`src/rtl/eth_mdio_pkg.sv`:
```
// Shared MDIO (Clause 22) definitions: frame constants, field widths, and
// the responder state encoding.
package eth_mdio_pkg;

  localparam logic [1:0] C_MDIO_ST    = 2'b01;
  localparam logic [1:0] C_MDIO_OP_WR = 2'b01;
  localparam logic [1:0] C_MDIO_OP_RD = 2'b10;

  localparam int C_PHYAD_W = 5;
  localparam int C_REGAD_W = 5;
  localparam int C_DATA_W  = 16;

  typedef enum logic [3:0] {
    S_IDLE  = 4'd0,
    S_ST    = 4'd1,
    S_OP    = 4'd2,
    S_PHYAD = 4'd3,
    S_REGAD = 4'd4,
    S_TA    = 4'd5,
    S_DATA  = 4'd6
  } mdio_state_e;

endpackage

```
`src/rtl/eth_mdio_sync.sv`:
```
// Two-flop synchronizers for MDC and MDIO, plus a one-clk MDC rising-edge strobe
// aligned with the synchronized MDIO sample.
module eth_mdio_sync (
  input  logic clk,
  input  logic rst,
  input  logic mdc,
  input  logic mdio,
  output logic mdc_rise,
  output logic mdio_s
);

  logic mdc_p0, mdc_p1, mdc_p2;
  logic mdio_p0, mdio_p1;

  always_ff @(posedge clk) begin
    if (rst) begin
      mdc_p0 <= 1'b0;
      mdc_p1 <= 1'b0;
      mdc_p2 <= 1'b0;
    end else begin
      mdc_p0 <= mdc;
      mdc_p1 <= mdc_p0;
      mdc_p2 <= mdc_p1;
    end
  end

  always_ff @(posedge clk) begin
    mdio_p0 <= mdio;
    mdio_p1 <= mdio_p0;
  end

  assign mdc_rise = mdc_p1 & ~mdc_p2;
  assign mdio_s   = mdio_p1;

endmodule

```
`src/rtl/eth_mdio_slave.sv`:
```
// MDIO Clause 22 responder: decodes frames addressed to usr_phy_addr onto a
// simple register port and drives turnaround/data back for reads.
module eth_mdio_slave
  import eth_mdio_pkg::*;
#(
  parameter int G_PRE_MIN = 32
) (
  input  logic                 clk,
  input  logic                 rst,
  input  logic                 p_in_mdc,
  input  logic                 p_in_mdio,
  output logic                 p_out_mdio,
  output logic                 p_out_mdio_t,
  input  logic [C_PHYAD_W-1:0] usr_phy_addr,
  output logic                 usr_rd,
  output logic                 usr_wr,
  output logic [C_REGAD_W-1:0] usr_addr,
  output logic [C_DATA_W-1:0]  usr_wdata,
  input  logic [C_DATA_W-1:0]  usr_rdata,
  output logic                 usr_busy,
  output logic [7:0]           dbg_o
);

  logic mdc_rise;
  logic mdio_s;

  mdio_state_e         state_q, state_d;
  logic [4:0]          bit_cnt_q, bit_cnt_d;
  logic [5:0]          pre_cnt_q, pre_cnt_d;
  logic                op_msb_q;
  logic                is_rd_q;
  logic                match_q;
  logic                rd_vld_p1;
  logic [C_DATA_W-1:0] sh_q;
  logic [4:0]          field5;

  logic op_first, op_done, last_phy, last_reg;
  logic rd_fire, wr_fire, drv_ta, drv_shift, drv_rel, sh_in;

  function automatic logic [5:0] sat_inc(input logic [5:0] c);
    if (c >= 6'(G_PRE_MIN)) return 6'(G_PRE_MIN);
    return c + 6'd1;
  endfunction

  eth_mdio_sync u_sync (
    .clk      (clk),
    .rst      (rst),
    .mdc      (p_in_mdc),
    .mdio     (p_in_mdio),
    .mdc_rise (mdc_rise),
    .mdio_s   (mdio_s)
  );

  assign field5 = {sh_q[3:0], mdio_s};

  always_ff @(posedge clk) begin
    if (rst) begin
      state_q   <= S_IDLE;
      bit_cnt_q <= '0;
      pre_cnt_q <= '0;
    end else begin
      state_q   <= state_d;
      bit_cnt_q <= bit_cnt_d;
      pre_cnt_q <= pre_cnt_d;
    end
  end

  always_comb begin
    state_d   = state_q;
    bit_cnt_d = bit_cnt_q;
    pre_cnt_d = pre_cnt_q;
    if (mdc_rise) begin
      bit_cnt_d = bit_cnt_q + 5'd1;
      case (state_q)
        S_IDLE: begin
          bit_cnt_d = '0;
          if (mdio_s) begin
            pre_cnt_d = sat_inc(pre_cnt_q);
          end else begin
            pre_cnt_d = '0;
            if (pre_cnt_q >= 6'(G_PRE_MIN)) state_d = S_ST;
          end
        end
        S_ST: begin
          bit_cnt_d = '0;
          state_d   = (mdio_s == C_MDIO_ST[0]) ? S_OP : S_IDLE;
        end
        S_OP: begin
          if (bit_cnt_q[0]) begin
            bit_cnt_d = '0;
            if ({op_msb_q, mdio_s} == C_MDIO_OP_WR || {op_msb_q, mdio_s} == C_MDIO_OP_RD)
              state_d = S_PHYAD;
            else
              state_d = S_IDLE;
          end
        end
        S_PHYAD: begin
          if (bit_cnt_q == 5'd4) begin
            bit_cnt_d = '0;
            state_d   = S_REGAD;
          end
        end
        S_REGAD: begin
          if (bit_cnt_q == 5'd4) begin
            bit_cnt_d = '0;
            state_d   = S_TA;
          end
        end
        S_TA: begin
          if (bit_cnt_q[0]) begin
            bit_cnt_d = '0;
            state_d   = S_DATA;
          end
        end
        S_DATA: begin
          if (bit_cnt_q == 5'd15) begin
            bit_cnt_d = '0;
            state_d   = S_IDLE;
          end
        end
        default: begin
          bit_cnt_d = '0;
          state_d   = S_IDLE;
        end
      endcase
    end
  end

  // Strobe decode; a read-matched frame turns the shift register around
  // from capture to drive once REGAD has been taken.
  always_comb begin
    op_first  = mdc_rise && state_q == S_OP && !bit_cnt_q[0];
    op_done   = mdc_rise && state_q == S_OP && bit_cnt_q[0];
    last_phy  = mdc_rise && state_q == S_PHYAD && bit_cnt_q == 5'd4;
    last_reg  = mdc_rise && state_q == S_REGAD && bit_cnt_q == 5'd4;
    rd_fire   = last_reg && is_rd_q && match_q;
    wr_fire   = mdc_rise && state_q == S_DATA && bit_cnt_q == 5'd15 && !is_rd_q && match_q;
    drv_ta    = mdc_rise && state_q == S_TA && bit_cnt_q == 5'd0 && is_rd_q && match_q;
    drv_shift = mdc_rise && is_rd_q && match_q &&
                ((state_q == S_TA && bit_cnt_q == 5'd1) ||
                 (state_q == S_DATA && bit_cnt_q != 5'd15));
    drv_rel   = mdc_rise && state_q == S_DATA && bit_cnt_q == 5'd15;
    sh_in     = mdc_rise && !(is_rd_q && (state_q == S_TA || state_q == S_DATA));
  end

  always_ff @(posedge clk) begin
    if (rst) begin
      usr_rd       <= 1'b0;
      usr_wr       <= 1'b0;
      rd_vld_p1    <= 1'b0;
      usr_addr     <= '0;
      usr_wdata    <= '0;
      op_msb_q     <= 1'b0;
      is_rd_q      <= 1'b0;
      match_q      <= 1'b0;
      p_out_mdio_t <= 1'b1;
      p_out_mdio   <= 1'b1;
    end else begin
      usr_rd    <= rd_fire;
      usr_wr    <= wr_fire;
      rd_vld_p1 <= usr_rd;
      if (op_first) op_msb_q <= mdio_s;
      if (op_done)  is_rd_q  <= ({op_msb_q, mdio_s} == C_MDIO_OP_RD);
      if (last_phy) match_q  <= (field5 == usr_phy_addr);
      if (last_reg) usr_addr <= field5;
      if (wr_fire)  usr_wdata <= {sh_q[14:0], mdio_s};
      if (drv_ta) begin
        p_out_mdio_t <= 1'b0;
        p_out_mdio   <= 1'b0;
      end else if (drv_shift) begin
        p_out_mdio   <= sh_q[15];
      end else if (drv_rel) begin
        p_out_mdio_t <= 1'b1;
        p_out_mdio   <= 1'b1;
      end
    end
  end

  // p1: read data arrives one clk after usr_rd and is loaded for shifting out
  always_ff @(posedge clk) begin
    if (rd_vld_p1)      sh_q <= usr_rdata;
    else if (drv_shift) sh_q <= {sh_q[14:0], 1'b0};
    else if (sh_in)     sh_q <= {sh_q[14:0], mdio_s};
  end

  assign usr_busy = (state_q != S_IDLE);
  assign dbg_o    = {bit_cnt_q[3:0], state_q};

endmodule

```
`config.mk`:
```
export PLATFORM = sky130hd
export DESIGN_NAME = eth_mdio_slave
export DESIGN_NICKNAME = d
export VERILOG_FILES = /design/src/rtl/eth_mdio_pkg.sv /design/src/rtl/eth_mdio_sync.sv /design/src/rtl/eth_mdio_slave.sv
export SDC_FILE = /design/constraint.sdc
export NUM_CORES = 1
export LEC_CHECK = 0
export ABC_AREA = 0
export CORE_ASPECT_RATIO = 0.9
export CORE_MARGIN = 2
export CORE_UTILIZATION = 40
export CTS_BUF_LIST = sky130_fd_sc_hd__clkbuf_4 sky130_fd_sc_hd__clkbuf_8 sky130_fd_sc_hd__clkbuf_16
export DETAILED_ROUTE_END_ITERATION = 10
export GPL_ROUTABILITY_DRIVEN = 0
export PLACE_DENSITY = 0.73
export SLEW_MARGIN = 5
export SYNTH_ARGS = -nofsm -noshare
export SYNTH_HDL_FRONTEND = slang
export SYNTH_SLANG_ARGS = --single-unit
```
`constraint.sdc`:
```
create_clock -name clk -period 5.9 [get_ports clk]
set_input_delay 0.885 -clock clk [delete_from_list [all_inputs] [get_ports clk]]
set_output_delay 0.885 -clock clk [all_outputs]
set_load 0.01 [all_outputs]
```
# --- Word level (Yosys, flattened, before mapping) ---
# Index checks and enable logic that the tools add are counted.
classes:
  n_bitwise: 2
  muxes: 29
  n_eq_ne: 21
  reduce_logical: 41
  add_sub_neg: 2
  n_lt_le_gt_ge: 1
ops:
  columns: ["cell", "n"]
  rows:
  - ["$mux W16", 3]
  - ["$mux W4", 7]
  - ["$pmux W4 S7", 1]
  - ["$logic_and A1 B1 Y1", 24]
  - ["$mux W6", 3]
  - ["$ne A2 B2 Y1 const B", 8]
  - ["$mux W5", 3]
  - ["$pmux W5 S3", 1]
  - ["$eq A4 B3 Y1 const B", 3]
  - ["$mux W1", 9]
  - ["$eq A4 B2 Y1 const B", 2]
  - ["$reduce_and A8 Y1", 1]
  - ["$add A6 B1 Y6 const B", 1]
  - ["$ge A6 B6 Y1 const B", 1]
  - ["$reduce_bool A3 Y1", 2]
  - ["$add A5 B1 Y5 const B", 1]
  - ["$eq A5 B1 Y1 const B", 1]
  - ["$eq A5 B3 Y1 const B", 1]
  - ["$eq A5 B4 Y1 const B", 1]
  - ["$eq A5 B5 Y1", 1]
  - ["$logic_not A5 Y1", 1]
  - ["$ne A5 B4 Y1 const B", 1]
  - ["$eq A4 B1 Y1 const B", 1]
  - ["$logic_not A4 Y1", 1]
  - ["11 further kinds", 18]
totals:
  output_inout_bits: 34
  elab_cells: 115
  regBits: 65

# --- Depth between registers and ports, before layout ---
# Gate-level depths: netlist of run 1.
logic_depth:
  word_depth: 8
  ltp_mapped: 9

# --- Hierarchy ---
# From an unflattened synthesis of run 1, not the netlist that was laid out.
unflattened:
  cells_unflattened: 287
  hier_area_um2: 3061.7
modules_own_cells:
  columns: ["module", "instances", "cells_each", "area_per_inst_um2"]
  rows:
  - ["eth_mdio_slave", 1, 278, 2934.1]
  - ["eth_mdio_sync", 1, 9, 127.6]

# --- Worst setup path after synthesis of run 1 ---
# Ideal clock, no wire load.
synth_path:
  path_type: "register to register"
  from: "register bit_cnt_q[0]"
  to: "register sh_q[0] (enable)"
  slack_ps: 3514
  stages_incl_launch_ff: 9
  required_time_ps: 5528
  period_less_slack_ps: 2386
  arrival_time_ps: 2013
  path_buffers: 0
  path_cell_list: "dfxtp_1 > ha_1 > nand3_1 > inv_1 > ha_1 > nor4bb_1 > a31oi_1 > nor3_1 > or3_1"
synth_via:
  elab_chain_len: 5
  word_cells_on_any_way: 7
  classes_between: "eq/ne (2); reduce/logical (5)"
synth_rtl:
  columns: ["element", "line", "text"]
  rows:
  - ["start: declaration", "eth_mdio_slave.sv:28", "logic [4:0] bit_cnt_q, bit_cnt_d;"]
  - ["start signal: assignment", "eth_mdio_slave.sv:63", "bit_cnt_q <= bit_cnt_d;"]
  - ["$eq A5 B1 Y1 or $ne A5 B4 Y1 (tied branches)", "eth_mdio_slave.sv:140, eth_mdio_slave.sv:141", null]
  - ["$logic_and A1 B1 Y1, on equally long branches", "eth_mdio_slave.sv:140, eth_mdio_slave.sv:141", null]
  - ["$logic_or A1 B1 Y1 (*)", "eth_mdio_slave.sv:140", "((state_q == S_TA && bit_cnt_q == 5'd1) ||"]
  - ["$logic_and A1 B1 Y1 (*)", "eth_mdio_slave.sv:139", "drv_shift = mdc_rise && is_rd_q && match_q &&"]
  - ["$reduce_bool A3 Y1 (no line) (*)", null, null]
  - ["end signal: assignment", "eth_mdio_slave.sv:181", "if (rd_vld_p1) sh_q <= usr_rdata;"]
  - ["end signal: assignment", "eth_mdio_slave.sv:182", "else if (drv_shift) sh_q <= {sh_q[14:0], 1'b0};"]
  - ["end signal: assignment", "eth_mdio_slave.sv:183", "else if (sh_in) sh_q <= {sh_q[14:0], mdio_s};"]
  - ["end: declaration", "eth_mdio_slave.sv:34", "logic [C_DATA_W-1:0] sh_q;"]
# Every way passes the cells marked *; elsewhere a longest branch is shown, timed or not.
# A chain may end at the register's enable or synchronous reset.

# --- Worst setup path after layout of run 1 ---
layout_path:
  from: "register bit_cnt_q[0]"
  to: "register sh_q[10] (enable)"
# Same word-level chain as after synthesis.

==> flow_summary.ini, run 1 <==
[detailed_routing]
drt-pass1-iter-count = 4
drt-vias-per-instance = 5.167
vias = 2232
routedWlPerCell_um = 14.87
drtIter0Drc = 160
ant_nets = 0
drc = 0
drt-total-wl_um = 6422

[setup_path]
crit_required_ns = 5.88
max_stage_delay_ns = 0.63
crit_arrival_ns = 2.84
crit_path_start_kind = flop
crit_slowest_cell = or3_1
end_kind = flop
crit_buf_inv = 1
cpLargestDelayFamily = simple AND/OR/NAND/NOR gates
crit_path_max_fanout = 16
critPathMostFrequentCell = ha_1
crit_chain = ha_1, nand3_1, inv_1, ha_1, nor4bb_1, a31oi_1, nor3_1, or3_1
path_class = reg -> reg

[finish]
layout-drive-gt1-share_pct = 12.09
layout.nets = 368
n_antenna_cell = 0
area_growth_pct = 26.61

[hold_path]
hp-class = reg -> reg

[yosys]
yosysUniqueCellTypes = 58
synth-async-reset-ratio_pct = 0
synth-edff-count = 16
ys_warn_count = 0
synth.cell_area_mm2 = 0.003004
synth_flop_cell = dfxtp_1
ys_seq_area_share_pct = 47.98
yosys-top-cells-area = dfxtp_1 32%, edfxtp_1 16%, mux2i_1 8.3%, mux2_2 5.6%, nor2_1 4.2%
syn_inst = 285
ys_seq_elements = 64
synth_top_area_share_pct = 31.99
yosysMostFrequentCell = dfxtp_1
yosysTopAreaCell = dfxtp_1
synthTopCellsByCount = 48 x dfxtp_1, 34 x nor2_1, 25 x mux2i_1
syn_nets = 319
syn_avg_cell_area_um2 = 10.54

[floorplanning]
ios = 59
fp.dieW_um = 95.35
start_util_pct = 42.03
die_h_um = 86.22
die-area_mm2 = 0.008221
core_area_mm2 = 0.007148
rows = 29

[clock_network]
cts_tree = yes
cts_max_path_buffers = 2
htreeDepth = 3
postCtsSetupRepairBufs = 0
cts_resized = 0
clk_latency_ns = 0.35
clk_pin_slew_ns = 0.07
numCtsBuffers = 9
clkSinkCount = 64
cts_hold_buf = 0
clockRootBuffer = clkbuf_8

[power]
total_power_uw = 894.4
p_per_area_mw_per_mm2 = 235.1
vdd_drop_max_uv = 138.4
p_leak_nw = 1.343

[place]
io_buffers = 57
dp_hpwl_um = 4368

[timing]
tightest_slew_ns = 1.039
setup_viol = 0
period_needed_ns = 2.864
finalSetupTns_ns = 0
relSlewSlack_pct = 30.75
report.final.slew_viol_count = 0
skew_ns = 0.009757
min_period_over_period_pct = 48.54
fmax_mhz = 349.1
hold_violations = 0
rsz0062_at_grt = false

[global_routing]
grt_max_degree = 42
antenna_found_initial = 0
first_global_vias = 2198
grt_usage_pct = 16.53
grt_pass1_wl_um = 10370
overflow = 0

[job]
drv_cap = 0

[status]
status = completed
-- placed cells by master, fill, tap and decap left out, types with 2 or more instances in the layout --
cell type | netlist | layout
nand3_1 | 5 | 5
o32ai_1 | 2 | 2
or3b_1 | 2 | 2
xor2_1 | 6 | 6
ha_1 | 9 | 9
xnor2_1 | 4 | 4
edfxtp_1 | 16 | 16
inv_6 | 0 | 2
and4b_1 | 2 | 2
a21boi_0 | 2 | 2
and2_1 | 3 | 3
nand4_1 | 5 | 5
nand2b_1 | 2 | 2
a31oi_1 | 3 | 3
mux2i_1 | 25 | 25
o21ai_0 | 2 | 2
inv_1 | 9 | 9
nor2_1 | 34 | 34
nand3b_1 | 2 | 2
or3_1 | 2 | 2
a31o_2 | 2 | 2
clkbuf_8 | 0 | 10
clkdlybuf4s50_1 | 0 | 57
o21ai_1 | 4 | 4
clkbuf_16 | 0 | 2
a221oi_1 | 2 | 2
nor3_1 | 3 | 3
dfxtp_1 | 48 | 48
mux2_2 | 15 | 15
a21oi_1 | 6 | 6
nand2_1 | 13 | 13
nor2b_1 | 11 | 11
nor3b_1 | 2 | 2
-- final timing paths --
kind	from	endpoint	slack, ns	cells past startpoint
max	bit_cnt_q[0]	sh_q[10]	3.04	8
min	u_sync.mdio_p0	u_sync.mdio_s	0.34	0
max reg2reg	bit_cnt_q[0]	sh_q[10]	3.04	8
min reg2reg	u_sync.mdio_p0	u_sync.mdio_s	0.34	0
-- power breakdown --
group,internal (mW),leakage (nW),switching [mW]
sequential,0.454,0.535,0.00420
clock,0.218,0.114,0.179
combinational,0.0223,0.694,0.0176
total,0.694,1.34,0.200
-- sequential cells by signal (all words and copies together) (netlist names), 3 cells and up --
signal,cells
usr_wdata,16
pre_cnt_q,6
state_q,3
usr_addr,5
sh_q,16
bit_cnt_q,5
-- kinds of logic (layout without fill, tap and decap cells) --
group	count (synthesis)	after routing	synth area share (%)
multiplexers	40	40	13.95
flip-flops	64	64	47.98
XOR/XNOR	10	10	2.915
other	1	1	0.1248
buffers and inverters	30	84	4.956
adder cells (fa/ha/maj)	9	9	3.749
AND/OR/NAND/NOR	96	96	17.58
AO/OA/AOI/OAI	35	35	8.747
-- routing by layer --
metal / GRT usage, % / vias up / routed length [µm]
met5: 0 / - / 0
met4: 7.905 / 0 / 146
met3: 5.391 / 16 / 297
met2: 25.86 / 53 / 3053
met1: 20.59 / 1058 / 2924
li1: - / 1105 / -
-- cell type report --
type / instances / area, µm²
clock inverter: 4 / 28.78
fill: 645 / 3344
inverter: 10 / 37.54
multi-input combinational: 191 / 1414
timing repair buffer: 58 / 578.1
tap: 93 / 116.4
sequential: 64 / 1441
clock buffer: 12 / 187.7
-- metrics by stage --
step                util (%)  cell area (µm²)  setup slack [ns]  std cells  hold slack (ns)
floorplan                  -             3004             3.514        285           0.3096
global placement       50.18             3587             3.244        416           0.3105
detailed placement     50.18             3587             3.093        416           0.3157
CTS                    53.21             3804             3.057        432           0.3402
global route           53.21             3804             2.854        432           0.3483
finish                 53.21             3804             3.036        432           0.3367
No activity file was read; power rests on OpenSTA's default activity.
==> run 2: changes to the inputs <==
--- a/config.mk
+++ b/config.mk
@@ -12,7 +12,7 @@
 export CTS_BUF_LIST = sky130_fd_sc_hd__clkbuf_4 sky130_fd_sc_hd__clkbuf_8 sky130_fd_sc_hd__clkbuf_16
 export DETAILED_ROUTE_END_ITERATION = 10
 export GPL_ROUTABILITY_DRIVEN = 0
-export PLACE_DENSITY = 0.73
+export PLACE_DENSITY = 0.76
 export SLEW_MARGIN = 5
 export SYNTH_ARGS = -nofsm -noshare
 export SYNTH_HDL_FRONTEND = slang
==> constraint.sdc (replaced) <==
create_clock -name clk -period 2.3 [get_ports clk]
set_input_delay 0.345 -clock clk [delete_from_list [all_inputs] [get_ports clk]]
set_output_delay 0.345 -clock clk [all_outputs]
set_load 0.01 [all_outputs]
==> flow_summary.ini, run 2 (synthesized netlist as in run 1, its figures left out) <==
[status]
status = completed

[finish]
layout-drive-gt1-share_pct = 15.86
final_cell_mix = 57 x clkdlybuf4s50_1, 48 x dfxtp_1, 34 x nor2_1
layout_commonest_cell = clkdlybuf4s50_1
n_antenna_cell = 0
area_growth_pct = 30.40
layout.nets = 382
finalNonFillerCells = 446
fin_util_pct = 54.80
top_regs = sh_q x16, usr_wdata x16, pre_cnt_q x6
fillerInstances = 605

[power]
p_leak_nw = 1.409
p_per_area_mw_per_mm2 = 572.9
vdd_drop_max_uv = 381.6
total_power_mw = 2.245

[clock_network]
clkSinkCount = 64
cts_max_path_buffers = 2
clk_latency_ns = 0.35
cts_tree = yes
clockRootBuffer = clkbuf_8
numCtsBuffers = 9
cts_hold_buf = 0
htreeDepth = 3
cts_resized = 0
postCtsSetupRepairBufs = 0
clk_pin_slew_ns = 0.07

[setup_path]
crit_path_max_fanout = 8
crit_path_start_kind = flop
critPathMostFrequentCell = ha_1
path_class = reg -> reg
crit_required_ns = 2.38
crit_chain = ha_1, nand3_1, inv_1, ha_1, nor4bb_1, a31oi_1, nor3_2, or3_4
max_stage_delay_ns = 0.48
crit_slowest_cell = or3_4
r2r_start = bit_cnt_q[1]
end_kind = flop
ff2ff_setup_slack_ns = 0.12
reg2reg_depth = 8
r2r-end = sh_q[9]
crit_buf_inv = 1
crit_arrival_ns = 2.27
cpLargestDelayFamily = simple AND/OR/NAND/NOR gates

[timing]
whs_ns = 0.3394
skew_ns = 0.006387
report.final.slew_viol_count = 0
setup_viol = 0
min_period_over_period_pct = 95.00
hold_violations = 0
period_needed_ns = 2.185
fmax_mhz = 457.7

[global_routing]
first_global_vias = 2217
use_met1_pct = 22.61
grt_use_met3_pct = 3.913
top_usage_layer = met2
overflow = 0
met2_usage_pct = 25.16
antenna_found_initial = 0
grt_usage_pct = 16.69
grt_max_degree = 18
grt_pass1_wl_um = 10520

[job]
drv_cap = 0

[detailed_routing]
drt-vias-per-instance = 5.182
routedWlPerCell_um = 14.96
drt-total-wl_um = 6672
vias = 2311
drtIter0Drc = 122
drc = 0
drt-pass1-iter-count = 4
ant_nets = 0

[floorplanning]
fp.dieW_um = 95.35
ios = 59
die_h_um = 86.22
start_util_pct = 42.03
core_area_mm2 = 0.007148
die-area_mm2 = 0.008221
rows = 29

[hold_path]
hp-class = reg -> reg
hold-path-endpoint = u_sync.mdio_s
hold_path.startpoint = u_sync.mdio_p0
hold-path-cell-count = 0

[place]
dp_hpwl_um = 4697
io_buffers = 57
dp_cells = 429
## run 2: worst max-delay path by stage
stage	startpoint	end	slack, ns	cells past startpoint
global placement	bit_cnt_q[1]	sh_q[2]	0.19	8
CTS	bit_cnt_q[1]	sh_q[4]	0.03	8
floorplan	bit_cnt_q[0]	sh_q[0]	0.15	8
global route	bit_cnt_q[1]	sh_q[0]	-0.02	8
detailed placement	bit_cnt_q[1]	sh_q[2]	0.06	8
finish	bit_cnt_q[1]	sh_q[9]	0.12	8
## run 2: stage by stage
stage	setup TNS (ns)	area (µm²)	setup WS [ns]
final	0	3918	0.1151
after floorplan	0	3009	0.1452
after detailed placement	0	3702	0.05866
after global routing	-0.1509	3918	-0.01621
after CTS	0	3895	0.03077
after global placement	0	3702	0.1899
## run 2: area by class of cell
type	count	area (µm²)	area share (%)
flip-flops and latches	64	1441	36.79
repair buffers	71	688.2	17.57
well taps	93	116.4	2.970
clock inverters	7	68.82	1.757
multi-input cells	192	1441	36.79
inverters	10	37.54	0.9582
clock buffers	9	123.9	3.162
## run 2: power by group
part,switching (mW),internal (mW),total (mW)
sequential,0.0110,1.16,1.18
clock,0.458,0.501,0.959
combinational,0.0473,0.0624,0.110
total,0.516,1.73,2.24
## run 2: per-layer routing
| metal | routed length (µm) | up-vias |
|---|---|---|
| met5 | 0 | - |
| met4 | 80 | 0 |
| met3 | 356 | 7 |
| met2 | 3090 | 59 |
| met1 | 3146 | 1103 |
| li1 | - | 1142 |
==> run 3: changes to the inputs <==
--- a/config.mk
+++ b/config.mk
@@ -12,7 +12,7 @@
 export CTS_BUF_LIST = sky130_fd_sc_hd__clkbuf_4 sky130_fd_sc_hd__clkbuf_8 sky130_fd_sc_hd__clkbuf_16
 export DETAILED_ROUTE_END_ITERATION = 10
 export GPL_ROUTABILITY_DRIVEN = 0
-export PLACE_DENSITY = 0.76
+export PLACE_DENSITY_LB_ADDON = 0.1
 export SLEW_MARGIN = 5
 export SYNTH_ARGS = -nofsm -noshare
 export SYNTH_HDL_FRONTEND = slang
==> flow_summary.ini, run 3 (synthesized netlist as in run 1, its figures left out) <==
[status]
status = completed

[clock_network]
clk_pin_slew_ns = 0.07
numCtsBuffers = 9
clockRootBuffer = clkbuf_8
clk_latency_ns = 0.33
cts_tree = yes
postCtsSetupRepairBufs = 0
cts_max_path_buffers = 2
clkSinkCount = 64
htreeDepth = 3

[timing]
fmax_mhz = 469.6
min_period_over_period_pct = 92.60
setup_viol = 0
period_needed_ns = 2.130
report.final.slew_viol_count = 0
hold_violations = 0
relSlewSlack_pct = 63.74
whs_ns = 0.3302
tightest_slew_ns = 0.5431
rsz0062_at_grt = false
finalSetupTns_ns = 0
skew_ns = 0.008685

[hold_path]
hp-class = reg -> reg

[floorplanning]
die_h_um = 86.22
ios = 59
core_area_mm2 = 0.007148
start_util_pct = 42.03
fp.dieW_um = 95.35
die-area_mm2 = 0.008221
rows = 29

[finish]
area_growth_pct = 31.07
final_cell_mix = 57 x clkdlybuf4s50_1, 48 x dfxtp_1, 34 x nor2_1
layout.nets = 386
top_regs = sh_q x16, usr_wdata x16, pre_cnt_q x6
finalInstanceArea_mm2 = 0.003938
layout-drive-gt1-share_pct = 17.09
layout_commonest_cell = clkdlybuf4s50_1
fin_util_pct = 55.08
fillerInstances = 636
n_antenna_cell = 0

[place]
dp_hpwl_um = 4716
placed_area_mm2 = 0.003720
io_buffers = 57

[setup_path]
crit_arrival_ns = 1.78
r2r-end = sh_q[12]
crit_path_start_kind = flop
path_class = reg -> out
reg2reg_depth = 8
cp-startpoint = state_q[2]
crit_path_max_fanout = 11
r2r_start = bit_cnt_q[0]
setup.worst_path.end = usr_busy
end_kind = output port
ff2ff_setup_slack_ns = 0.22
crit_required_ns = 1.96

[detailed_routing]
routedWlPerCell_um = 14.78
drc = 0
drtIter0Drc = 77
drt-pass1-iter-count = 4
drt-total-wl_um = 6652
vias = 2265
drt-vias-per-instance = 5.033
ant_nets = 0

[power]
vdd_drop_max_uv = 356.8
p_per_area_mw_per_mm2 = 569.5
total_power_mw = 2.242
p_leak_nw = 1.423

[global_routing]
grt_usage_pct = 17.26
grt_max_degree = 28
overflow = 0
first_global_vias = 2272
antenna_found_initial = 0
grt_pass1_wl_um = 10830

[job]
drv_cap = 0
==> run 3: changes by cell type in the layout (fill, tap and decap cells not counted) <==
cell	delta
clkinv_1	-1
inv_6	-1
clkinv_4	-1
buf_4	+5
buf_12	-1
clkinvlp_4	+2
inv_4	-1
clkbuf_4	+2
==> run 3: metrics by stage <==
step,setup slack (ns),cells
6_report,0.1703,450
5_1_grt,0.002654,450
4_1_cts,0.06995,449
3_5_place_dp,0.1077,433
2_1_floorplan,0.1452,285
3_3_place_gp,0.1910,433
==> run 3: critical path, stage by stage, from the launching register on <==
cell             delay (ns)
dfxtp_1                0.41
buf_4                  0.21
nor3_4                 0.29
inv_2                  0.06
clkdlybuf4s50_1        0.48
==> run 3: worst min path at each step <==
stage,from,end,cells past startpoint
detailed placement,u_sync.mdio_p0,u_sync.mdio_s,0
global placement,u_sync.mdio_p0,u_sync.mdio_s,0
floorplan,u_sync.mdio_p0,u_sync.mdio_s,0
finish,u_sync.mdio_p0,u_sync.mdio_s,0
CTS,u_sync.mdio_p0,u_sync.mdio_s,0
global route,u_sync.mdio_p0,u_sync.mdio_s,0
==> run 3: area by class of cell <==
type / instances / area [µm²] / area share (%)
repair buffers: 75 / 705.7 / 17.92
multi-input cells: 192 / 1441 / 36.61
inverters: 10 / 37.54 / 0.9533
clock buffers: 11 / 138.9 / 3.527
clock inverters: 5 / 56.30 / 1.430
flip-flops and latches: 64 / 1441 / 36.61
well taps: 93 / 116.4 / 2.955
==> run 3: routing by layer <==
layer | track usage, % | up-vias | part of all wire (%)
li1 | - | 1148 | -
met1 | 24.04 | 1063 | 50
met2 | 25.54 | 48 | 45
met3 | 5.217 | 6 | 4.6
met4 | 5.929 | 0 | 0.90
met5 | 0 | - | 0
==> run 3: what timing repair did <==
item / in CTS / in global routing
setup endpoints to repair: 0 / 17
gates resized for setup: 0 / 3
hold buffers: 0 / 0
==> run 3: where the power goes <==
part	internal, mW	total, mW	switching (mW)
Sequential	1.16	1.18	0.0102
Clock	0.524	0.958	0.434
Combinational	0.0626	0.110	0.0471
